**config.mk**
```make
export PLATFORM = sky130hd
export DESIGN_NAME = bin2bcd_conv
export DESIGN_NICKNAME = d
export VERILOG_FILES = /design/src/rtl/sseg_pkg.sv /design/src/rtl/bcd_add3.sv /design/src/rtl/bin2bcd_conv.sv
export SDC_FILE = /design/constraint.sdc
export NUM_CORES = 1
export LEC_CHECK = 0
export BUFFER_PORTS_ARGS = -buffer_cell sky130_fd_sc_hd__buf_4
export CAP_MARGIN = 10
export CORE_ASPECT_RATIO = 0.7
export CORE_UTILIZATION = 51
export CTS_CLUSTER_DIAMETER = 150
export DETAILED_ROUTE_END_ITERATION = 10
export PLACE_DENSITY_LB_ADDON = 0.08
export SLEW_MARGIN = 20
export SYNTH_ARGS = -nofsm -noshare
export SYNTH_HDL_FRONTEND = slang
export SYNTH_SLANG_ARGS = --single-unit
```
**constraint.sdc**
```tcl
create_clock -name clk -period 1.45 [get_ports clk]
set_input_delay 0.145 -clock clk [delete_from_list [all_inputs] [get_ports clk]]
set_output_delay 0.145 -clock clk [all_outputs]
set_load 0.02 [all_outputs]
```
**src/rtl/sseg_pkg.sv**
```systemverilog
// Constants and FSM state type shared by the binary-to-BCD converter and the
// 7-segment display controller.
package sseg_pkg;

  localparam int DIGIT_W    = 4;
  localparam int DIGITS_DEF = 4;

  typedef enum logic [1:0] {
    IDLE  = 2'd0,
    SHIFT = 2'd1,
    DONE  = 2'd2
  } conv_state_t;

endpackage

```
**src/rtl/bcd_add3.sv**
```systemverilog
// Double-dabble digit correction: a digit of 5 or more gets 3 added so the
// following left shift carries correctly into the next decade.
module bcd_add3
  import sseg_pkg::*;
(
  input  logic [DIGIT_W-1:0] digit,
  output logic [DIGIT_W-1:0] adj
);

  always_comb begin
    adj = digit;
    if (digit >= DIGIT_W'(5)) adj = digit + DIGIT_W'(3);
  end

endmodule

```
**src/rtl/bin2bcd_conv.sv**
```systemverilog
// Sequential double-dabble binary-to-BCD converter, one bit per clock, with
// leading-zero blanking flags for the 7-segment display driver.
module bin2bcd_conv
  import sseg_pkg::*;
#(
  parameter int W      = 10,
  parameter int DIGITS = DIGITS_DEF
)
(
  input  logic                       clk,
  input  logic                       rst,
  input  logic                       start,
  input  logic [W-1:0]               bin,
  output logic                       busy,
  output logic                       done,
  output logic [DIGIT_W*DIGITS-1:0]  bcd,
  output logic [DIGITS-1:0]          blank
);

  localparam int BCD_W = DIGIT_W * DIGITS;
  localparam int CNT_W = $clog2(W + 1);
  localparam logic [DIGITS-1:0] BLANK_RST = {{(DIGITS-1){1'b1}}, 1'b0};

  if (((64'd1 << W) - 64'd1) > (64'(10**DIGITS) - 64'd1)) begin : g_range_check
    $error("bin2bcd_conv: DIGITS too small to represent a W-bit value");
  end

  conv_state_t       state;
  logic [CNT_W-1:0]  cnt;
  logic [BCD_W-1:0]  work_bcd;
  logic [BCD_W-1:0]  adj_bcd;
  logic [W-1:0]      work_bin;

  for (genvar i = 0; i < DIGITS; i++) begin : g_adj
    bcd_add3 u_add3 (
      .digit (work_bcd[i*DIGIT_W +: DIGIT_W]),
      .adj   (adj_bcd[i*DIGIT_W +: DIGIT_W])
    );
  end

  // Digit i is blanked only when it and every more significant digit are zero;
  // the ones digit is never blanked so a zero value still shows "0".
  function automatic logic [DIGITS-1:0] lead_blank(input logic [BCD_W-1:0] v);
    logic [DIGITS-1:0] r;
    logic              z;
    r = '0;
    z = 1'b1;
    for (int i = DIGITS - 1; i >= 1; i--) begin
      z    = z & (v[i*DIGIT_W +: DIGIT_W] == '0);
      r[i] = z;
    end
    return r;
  endfunction

  always_ff @(posedge clk or negedge rst) begin
    if (!rst) begin
      state    <= IDLE;
      cnt      <= '0;
      work_bcd <= '0;
      work_bin <= '0;
      busy     <= 1'b0;
      done     <= 1'b0;
      bcd      <= '0;
      blank    <= BLANK_RST;
    end else begin
      done <= 1'b0;
      unique case (state)
        IDLE: begin
          if (start) begin
            work_bin <= bin;
            work_bcd <= '0;
            cnt      <= CNT_W'(W);
            busy     <= 1'b1;
            state    <= SHIFT;
          end
        end
        SHIFT: begin
          // Adjusted digits and remaining binary shift together as one register.
          {work_bcd, work_bin} <= {adj_bcd, work_bin} << 1;
          cnt <= cnt - CNT_W'(1);
          if (cnt == CNT_W'(1)) state <= DONE;
        end
        DONE: begin
          bcd   <= work_bcd;
          blank <= lead_blank(work_bcd);
          done  <= 1'b1;
          busy  <= 1'b0;
          state <= IDLE;
        end
        default: state <= IDLE;
      endcase
    end
  end

endmodule

```
==> metrics, run 1 <==
Die Span X=about 85 um; Area growth syn-to-layout=26.9%; Post-Synth Adder-Cell Area=0.0618; Slew Viols, Final=0; Buf+Inv Stages, Crit Path=1; syn nets=251; fillers=373; syn_area_per_cell=10.8 um2; slowest stage cell on the critical path=or4b_1; 1st-pass router iterations=7; I/O pin count=35; vias post-DR=1822; Final Skew=0.00818 ns; clock root buffer=clkbuf_8; Ant. Diodes=0; synthesized instance count=roughly 230; delay-heaviest family, CP=simple AND/OR/NAND/NOR gates; Synth Area in XOR/XNOR=0.0144; met3 GRT Util=0.0442; Worst EP required=1.68 ns; post-synthesis register bit count=53; maxcap violations=0; critical path class=flip-flop to flip-flop; Main synth FF type=dfrtp_1; Final Critical Period=1.44 ns; # nets final=310; Die Ht=59.8 um; proportion of layout cells with a drive suffix above 1=0.343; Crit. End Element=flip-flop; Placed Cells=331; fmax=slightly below 700 MHz; R2R Setup Slk=0.007 ns; Routed wire per std cell=14.1 um; mux share of post-synthesis cell area=0.0371; Rows=20; Startpoint Class=flip-flop; Pwr per Cell Area=2170 nW/um2; number of global-route vias before repair=approximately 1600; Post-DP HPWL=3370 um; source of the worst register-to-register timing path=work_bcd[8]; Clk pin slew, worst setup/hold paths=roughly 0.09 ns; critical path cell sequence=inv_2, ha_1, nand4_1, or4b_1, o21ai_1; total grt overflow=0; initial DRC count=111; IR drop worst, VDD=1090 uV; IO buf count=33; Global Route met2 Usage=0.305; Synth Area in Compound Gates=0.153; setup violators final=0; area occupied by multi-input gates=1040 um2; register area=1330 um2; die footprint=5050 um2; failing checks=design-rule violations; met1 Track Usage GR=0.301; Arr. time, crit path=1.68 ns; largest family of logic cells by synthesized area=compound AO/OA/AOI/OAI gates; netlist area before placement=around 2400 um2; Synth async-reset ratio=1.00; busiest grt layer=met2; drt via density=between 5 and 6; final std cells w/o fill=341; WL final=4810 um; clk sink count=between 50 and 60; post-synthesis sequential area ratio=0.547; pin count of the biggest net entering global routing=32; clk buf depth=2; Setup crit start=work_bcd[8]; GRT Total Usage=0.202; Synth Area in Simple Gates=0.135; most frequent cells in the layout=buf_4, dfrtp_1, nand2_1; post-route total power=6.69 mW; initial core utilization=0.546; GPL Wtd Cong=0.790; DRC viols=2; YS warnings=0; CTS tree=done; H-tree level count=2; status=complete, but fails checks; global-route wire length before repair=7800 um; max incr delay on CP=0.49 ns; Skew-Pair Late Insertion Delay=around 0.30 ns; HP Start=bin[0]; Post-DRT Antenna Nets=0; core outline area=4450 um2; final cycle utilization of the critical path=0.995; LEAKAGE=~1.5 nW; CTS buffer count=5; RSZ-0062 raised after global routing=true; critical path fanouts, max=3; HP Class=input pin to flip-flop; antenna violations before repair=0; Yosys cell types=38; most common cell after layout, fill and taps aside=buf_4; Final Hold Viols=0; number of synthesized flops with an enable pin=0; final hold slack=0.0278 ns
registers in the layout, indices dropped and copies added, names as in the netlist:
name,cells
busy,1
work_bcd,16
blank,3
bcd,16
work_bin,10
cnt,4
done,1
state,2
cell families (layout without fill, tap and decap cells):
| group | count (synthesis) | after routing |
|---|---|---|
| adder cells (fa/ha/maj) | 12 | 12 |
| flip-flops | 53 | 53 |
| XOR/XNOR | 4 | 4 |
| AO/OA/AOI/OAI | 57 | 57 |
| AND/OR/NAND/NOR | 68 | 68 |
| other | 1 | 1 |
| multiplexers | 8 | 8 |
| buffers and inverters | 23 | 83 |
layer usage:
| metal | part of all wire | wire (um) |
|---|---|---|
| met1 | 0.52 | 2520 |
| met2 | 0.43 | 2070 |
| met3 | 0.042 | 204 |
| met4 | 0.0048 | 23 |
| met5 | 0 | 0 |
stage by stage:
| step | setup TNS (ns) | utilization | instance area [um2] | worst slack (ns) |
|---|---|---|---|---|
| floorplan | 0 | - | 2430 | 0.0186 |
| global placement | 0 | 0.656 | 2920 | 0.0276 |
| detailed placement | -0.0807 | 0.656 | 2920 | -0.0495 |
| CTS | 0 | 0.683 | 3040 | 0.00979 |
| global route | -0.135 | 0.692 | 3080 | -0.122 |
| finish | 0 | 0.692 | 3080 | 0.00713 |
cell usage after synthesis, drive strengths merged (2+ instances only):
cell type | number | area [um2]
nor3b | 5 | 42.5
clkbuf | 5 | 28.8
o22ai | 7 | 43.8
dfrtp | 50 | 1250
nand2b | 5 | 31.3
nor3 | 3 | 15.0
ha | 12 | 150
dfstp | 3 | 78.8
a21oi | 8 | 40.0
a32o | 4 | 40.0
o311ai | 2 | 17.5
a221o | 2 | 20.0
nor2 | 6 | 25.0
buf | 6 | 45.0
a22oi | 9 | 67.6
nand3 | 4 | 20.0
xnor2 | 4 | 35.0
inv | 12 | 45.0
nand2 | 40 | 153
o21ai | 17 | 85.1
o31ai | 5 | 37.5
mux2 | 8 | 90.1
worst min-delay path, delay by kind of cell:
family,cells,cell delay [ns]
and+or+nand+nor,2,0.08
buffers and inverters,1,0.08
final timing paths:
kind / end / depth (start not counted)
max: blank[1] / 5
max in group asynchronous: blank[1] / 3
min in group asynchronous: bcd[10] / 2
min reg2reg: blank[1] / 2
max reg2reg: blank[1] / 5
min: work_bin[0] / 3
where the power goes:
group          switching [mW]  internal (mW)  total [mW]  leakage [nW]
logic                    1.76           1.63        3.39         0.769
clock network           0.473          0.341       0.814        0.0374
registers               0.402           2.08        2.49         0.669
total                    2.63           4.06        6.69          1.48
repair_timing:
| item | 4_1_cts | 5_1_grt |
|---|---|---|
| setup endpoints to repair | 5 | 20 |
| resized for setup | 9 | 10 |
| setup buffers | 0 | 1 |
| endpoints found under the hold margin | 21 | 0 |
| hold buffers | 1 | 0 |
| pin swaps | 0 | 3 |
final cells by class:
cell class	instances	share of cell area
clock buffers	6	0.0235
flip-flops and latches	53	0.432
inverters	12	0.0146
multi-input cells	150	0.337
repair buffers	63	0.166
well taps	55	0.0223
clock inverters	2	0.00487
(Power assumes the default switching activity.)
==> inputs of run 2 (changes only) <==
==> constraint.sdc (replaced) <==
create_clock -name clk -period 1.45 [get_ports clk]
set_input_delay 0.0725 -clock clk [delete_from_list [all_inputs] [get_ports clk]]
set_output_delay 0.0725 -clock clk [all_outputs]
set_load 0.02 [all_outputs]
==> run 2 against run 1 <==
  * The flow still finishes with violations (design-rule violations)
  * Wire length rose by 3.9%
  * Worst hold slack worse by 0.0057 ns
  * Via count is 3.5% higher
  * Flip-flop and latch count did not move
==> metrics, run 2 (synthesis results as in run 1) <==
final hold slack=0.0222 ns (-0.00570 ns); 1st-pass router iterations=9 (+2); die footprint=5050 um2 (unchanged); Ant. Diodes=0 (unchanged); pin count of the biggest net entering global routing=54 (+69%); Post-DRT Antenna Nets=0 (unchanged); worst-margin pin slew=0.658 ns; antenna violations before repair=0 (unchanged); initial core utilization=0.546 (unchanged); number of global-route vias before repair=1693 (+5.1%); # nets final=320 (+3.2%); Worst EP required=1.69 ns (about the same); Arr. time, crit path=1.68 ns (about the same); Worst slew margin=0.561; maxcap violations=0 (unchanged); max incr delay on CP=0.48 ns (about the same); slowest stage cell on the critical path=or4b_1; failing checks=design-rule violations; Buf+Inv Stages, Crit Path=1 (unchanged); proportion of layout cells with a drive suffix above 1=0.341 (-0.00144); setup violators final=0 (unchanged); largest registers=bcd (16), work_bcd (16), work_bin (10); clk sink count=53 (unchanged); critical path class=flip-flop to flip-flop; drt via density=5.37 (+0.51%); Skew-Pair Late Insertion Delay=0.31 ns (about the same); Routed wire per std cell=14.2 um (+0.92%); clk buf depth=2 (unchanged); GRT Total Usage=0.213 (+0.0103); initial DRC count=103 (-7.2%); HP Class=input pin to flip-flop; Crit. End Element=flip-flop; worst r2r path cells=5 (unchanged); delay-heaviest family, CP=simple AND/OR/NAND/NOR gates; Die Span X=84.5 um (unchanged); WL final=5000 um (+3.9%); Startpoint Class=flip-flop; worst hold stages=3 (unchanged); IO buf count=33 (unchanged); critical path cell sequence=inv_2, ha_1, nand4_1, or4b_1, o21ai_1; Slew Viols, Final=0 (unchanged); Final Hold Viols=0 (unchanged); LEAKAGE=1.53 nW (+4.0%); CTS buffer count=5 (unchanged); I/O pin count=35 (unchanged); most common cell after layout, fill and taps aside=buf_4; register area=1330 um2 (unchanged); Final Critical Period=1.44 ns (-0.00779 ns); Pwr per Cell Area=2170 nW/um2 (+0.16%); critical path fanouts, max=3 (unchanged); DRC viols=1 (-1); Die Ht=59.8 um (unchanged); sw power=2.66 mW (+0.85%); Rows=20 (unchanged); Seq pwr share=0.355 (-0.016); CTS tree=done; GPL Wtd Cong=0.771 (-2.5%); HP Start=start; H-tree level count=2 (unchanged); Int Power=4.33 mW (+6.6%); area occupied by multi-input gates=1040 um2 (+0.12%); IR drop worst, VDD=996 uV (-8.8%); Clk pin slew, worst setup/hold paths=0.09 ns (about the same); final cycle utilization of the critical path=0.990 (-0.00537); fmax=697 MHz (+0.54%); Hold EP=busy; total grt overflow=0 (unchanged); clock root buffer=clkbuf_8; post-route total power=6.98 mW (+4.3%); global-route wire length before repair=8130 um (+4.2%); status=complete, but fails checks; Net Sw Frac=0.381 (-0.0132); core outline area=4450 um2 (unchanged); source of the worst register-to-register timing path=work_bcd[8]; Post-DP HPWL=3280 um (-2.9%); Final Skew=0.00894 ns (+0.000759 ns); fillers=333 (-11%); r2r endpoint=blank[1]; R2R Setup Slk=0.01 ns (about the same); most frequent cells in the layout=buf_4, dfrtp_1, nand2_1; Area growth syn-to-layout=32.2%; clock power share=0.148 (+0.026); RSZ-0062 raised after global routing=true; vias post-DR=1885 (+3.5%); Combinational Power Share=0.497 (-0.010)
run 2: cell types whose count changed in the layout (fill, tap and decap cells not counted), sizes merged:
| cell | before | now |
|---|---|---|
| dlygate4sd3 | 1 | 11 |
| bufinv | 0 | 1 |
| clkinvlp | 2 | 1 |
run 2: worst max-delay path by stage:
stage | start | to | slack [ns] | cells past startpoint
after floorplan | work_bcd[12] | blank[1] | 0.02 | 5
after global placement | work_bcd[13] | blank[1] | 0.03 | 5
after detailed placement | work_bcd[13] | blank[1] | -0.04 | 5
after CTS | work_bcd[8] | blank[1] | 0.02 | 5
after global routing | work_bcd[12] | blank[1] | -0.11 | 5
final | work_bcd[8] | blank[1] | 0.01 | 5
run 2: power by group through the flow:
stage	logic [mW]	registers (mW)	clock network [mW]
2_1_floorplan	1.77	2.68	0
3_3_place_gp	3.15	2.47	0
3_5_place_dp	3.20	2.48	0
4_1_cts	3.30	2.47	1.07
5_1_grt	3.84	2.56	1.11
6_report	3.47	2.48	1.03
run 2: tightest hold or removal path, cell delays in order:
cell	delay, ns
buf_4	0.09
a21oi_1	0.06
nor2_1	0.07
run 2: final cells by class:
type	instances	share of cell area
Clock buffer	6	0.0257
Clock inverter	2	0.0117
Inverter	12	0.0140
Multi-Input combinational cell	150	0.324
Sequential cell	53	0.414
Tap cell	55	0.0214
Timing Repair Buffer	73	0.189
run 2: per-stage QoR:
stage | cells | utilization | setup slack [ns] | setup TNS (ns) | area [um2]
after floorplan | 226 | - | 0.0186 | 0 | 2430
after global placement | 330 | 0.651 | 0.0268 | 0 | 2900
after detailed placement | 330 | 0.651 | -0.0369 | -0.0563 | 2900
after CTS | 349 | 0.709 | 0.0213 | 0 | 3160
after global routing | 351 | 0.721 | -0.106 | -0.110 | 3210
final | 351 | 0.721 | 0.0149 | 0 | 3210
run 2: metal layers:
layer	routed length, um	up-vias	part of all wire	global-route usage
li1	-	927	-	-
met1	2400	901	0.48	0.303
met2	2300	48	0.46	0.337
met3	235	9	0.047	0.0414
met4	65	0	0.013	0.0581
met5	0	-	0	0
run 2: repair_timing:
| item | CTS | global route |
|---|---|---|
| setup buffers | 0 | 2 |
| hold buffers | 11 | 0 |
| pin swaps | 0 | 5 |
| resized for setup | 10 | 13 |
| endpoints found under the setup margin | 6 | 21 |
| hold endpoints to repair | 60 | 0 |
==> inputs of run 3 (changes only) <==
Settings changed: REMOVE_ABC_BUFFERS set to 1, SYNTH_HIERARCHICAL set to 1.
Clock period 1.45 ns to 1.25 ns, I/O delays scaled along.
==> run 3 against run 2 <==
  * The run ends with negative setup slack left
  * Area after synthesis rose by 3.0%
  * Clock power fell by 9%
  * Wire length increased by 15%
  * Largest cell class unchanged
  * Flip-flop and latch count did not move
  * Global-route usage is 1.5 points higher
  * Non-clock buffer count increased by 9
  * Combinational power up 46%
==> metrics, run 3 <==
vias post-DR=1930 (+2.4%); Placed Cells=351 (+6.4%); dpl ws=-0.154 ns (-0.117 ns); CTS tree=done; RSZ-0062 raised after global routing=true; syn_area_per_cell=11.2 um2 (+3.9%); critical path fanouts, max=4 (+1); failing checks=negative setup slack; IO buf count=33 (unchanged); max incr delay on CP=0.47 ns (about the same); slowest stage cell on the critical path=dfrtp_2; DP Area=3070 um2 (+6.0%); Post-DP HPWL=3550 um (+8.4%); clock root buffer=clkbuf_8; Final Skew=0.0112 ns (+0.00223 ns); core outline area=4530 um2 (+1.7%); setup violators final=12 (+12); die footprint=5200 um2 (+2.9%); proportion of layout cells with a drive suffix above 1=0.439 (+0.0977); maxcap violations=0 (unchanged); initial core utilization=0.552 (+0.00698); Worst EP required=1.49 ns (-0.20 ns); status=complete, but fails checks; I/O pin count=35 (unchanged); DRC viols=0 (-1); # nets final=325 (+1.6%); synthesized instance count=224 (-0.88%); clk buf depth=2 (unchanged); final std cells w/o fill=369 (+5.1%); H-tree level count=2 (unchanged); drt via density=5.23 (-2.6%); most frequent cells in the layout=buf_4, dfrtp_1, nand2_1; Die Span X=85.7 um (+1.4%); Slew Viols, Final=0 (unchanged); Crit. End Element=flip-flop; critical path cell sequence=inv_2, ha_4, nand2b_4, a21oi_4, mux2i_1, a22o_1; final cycle utilization of the critical path=1.17 (+0.181); Die Ht=60.6 um (+1.4%); largest registers=bcd (16), work_bcd (16), work_bin (10); number of global-route vias before repair=1881 (+11%); initial DRC count=76 (-26%); Rows=20 (unchanged); Post-DRT Antenna Nets=0 (unchanged); Final Critical Period=1.46 ns (+0.0278 ns); Area growth syn-to-layout=38.4%; Clk pin slew, worst setup/hold paths=0.09 ns (about the same); fmax=684 MHz (-1.9%); Final Hold Viols=0 (unchanged); WL final=5760 um (+15%); Skew-Pair Late Insertion Delay=0.31 ns (about the same); 1st-pass router iterations=4 (-5); total grt overflow=0 (unchanged); worst hold stages=2 (-1); Arr. time, crit path=1.71 ns (+0.03 ns); IR drop worst, VDD=1400 uV (+40%); global-route wire length before repair=8870 um (+9.1%); most common cell after layout, fill and taps aside=buf_4; Pwr per Cell Area=2590 nW/um2 (+19%); final hold slack=0.0164 ns (-0.00575 ns); YS warnings=6 (+6); critical path class=flip-flop to flip-flop; GPL Wtd Cong=0.797 (+3.5%); Startpoint Class=flip-flop; Ant. Diodes=0 (unchanged); clk sink count=53 (unchanged); setup slack after layout=-0.213 ns (-0.228 ns); HP Class=input pin to flip-flop; LEAKAGE=1.70 nW (+11%); pin count of the biggest net entering global routing=21 (-61%); GRT Total Usage=0.227 (+0.0148); R2R Setup Slk=-0.21 ns (-0.23 ns); antenna violations before repair=0 (unchanged); CTS buffer count=5 (unchanged); netlist area before placement=2500 um2 (+3.0%); cell area after layout=3460 um2 (+7.8%); worst r2r path cells=6 (+1); Routed wire per std cell=15.6 um (+9.5%)
==> run 3: worst paths after layout <==
| check | start | end |
|---|---|---|
| setup / recovery | work_bcd[4] | work_bcd[6] |
| hold / removal | bin[0] | work_bin[0] |
| setup reg to reg | work_bcd[4] | work_bcd[6] |
| hold reg to reg | blank[2] | blank[2] |
| max in group asynchronous | rst | blank[2] |
| min in group asynchronous | rst | work_bin[4] |
==> run 3: power by group <==
group / total (mW) / internal, mW / leakage, nW / switching, mW
Clock: 0.936 / 0.390 / 0.0450 / 0.546
Combinational: 5.07 / 2.69 / 0.976 / 2.38
Sequential: 2.96 / 2.40 / 0.676 / 0.561
Total: 8.96 / 5.48 / 1.70 / 3.49
==> run 3: cell type report <==
cell class                 instances  area (um2)
clock buffer                       6        72.6
clock inverter                     2        10.0
fill                             290        1060
inverter                          13        48.8
multi-input combinational        147        1260
sequential                        53        1330
tap                               66        82.6
timing repair buffer              82         653
==> run 3: worst max-delay path, delay by kind of cell, from the launching register on <==
| family | cells | cell delay (ns) |
|---|---|---|
| flip-flops | 1 | 0.47 |
| multiplexers | 1 | 0.26 |
| buffers and inverters | 1 | 0.09 |
| AO/OA/AOI/OAI | 2 | 0.35 |
| adder cells (fa/ha/maj) | 1 | 0.17 |
| AND/OR/NAND/NOR | 1 | 0.08 |
==> run 3: what timing repair did <==
action / CTS / global route
pin swaps: 9 / 14
hold buffers: 1 / 0
buffers inserted: 3 / 6
hold endpoints to repair: 50 / 0
resized for setup: 25 / 30
setup endpoints to repair: 13 / 23
==> run 3: routing by layer <==
layer / share of wire / up-vias / GRT usage
li1: - / 935 / -
met1: 0.46 / 937 / 0.305
met2: 0.49 / 46 / 0.384
met3: 0.032 / 12 / 0.0490
met4: 0.016 / 0 / 0.0643
met5: 0 / - / 0
==> run 3: per-stage QoR <==
stage / setup TNS (ns) / utilization / power [mW]
global placement: -0.825 / 0.678 / 6.71
CTS: -0.760 / 0.728 / 8.26
floorplan: -22.61 / - / 5.16
finish: -1.24 / 0.765 / 8.96
global route: -2.03 / 0.765 / 9.57
detailed placement: -1.16 / 0.678 / 6.83
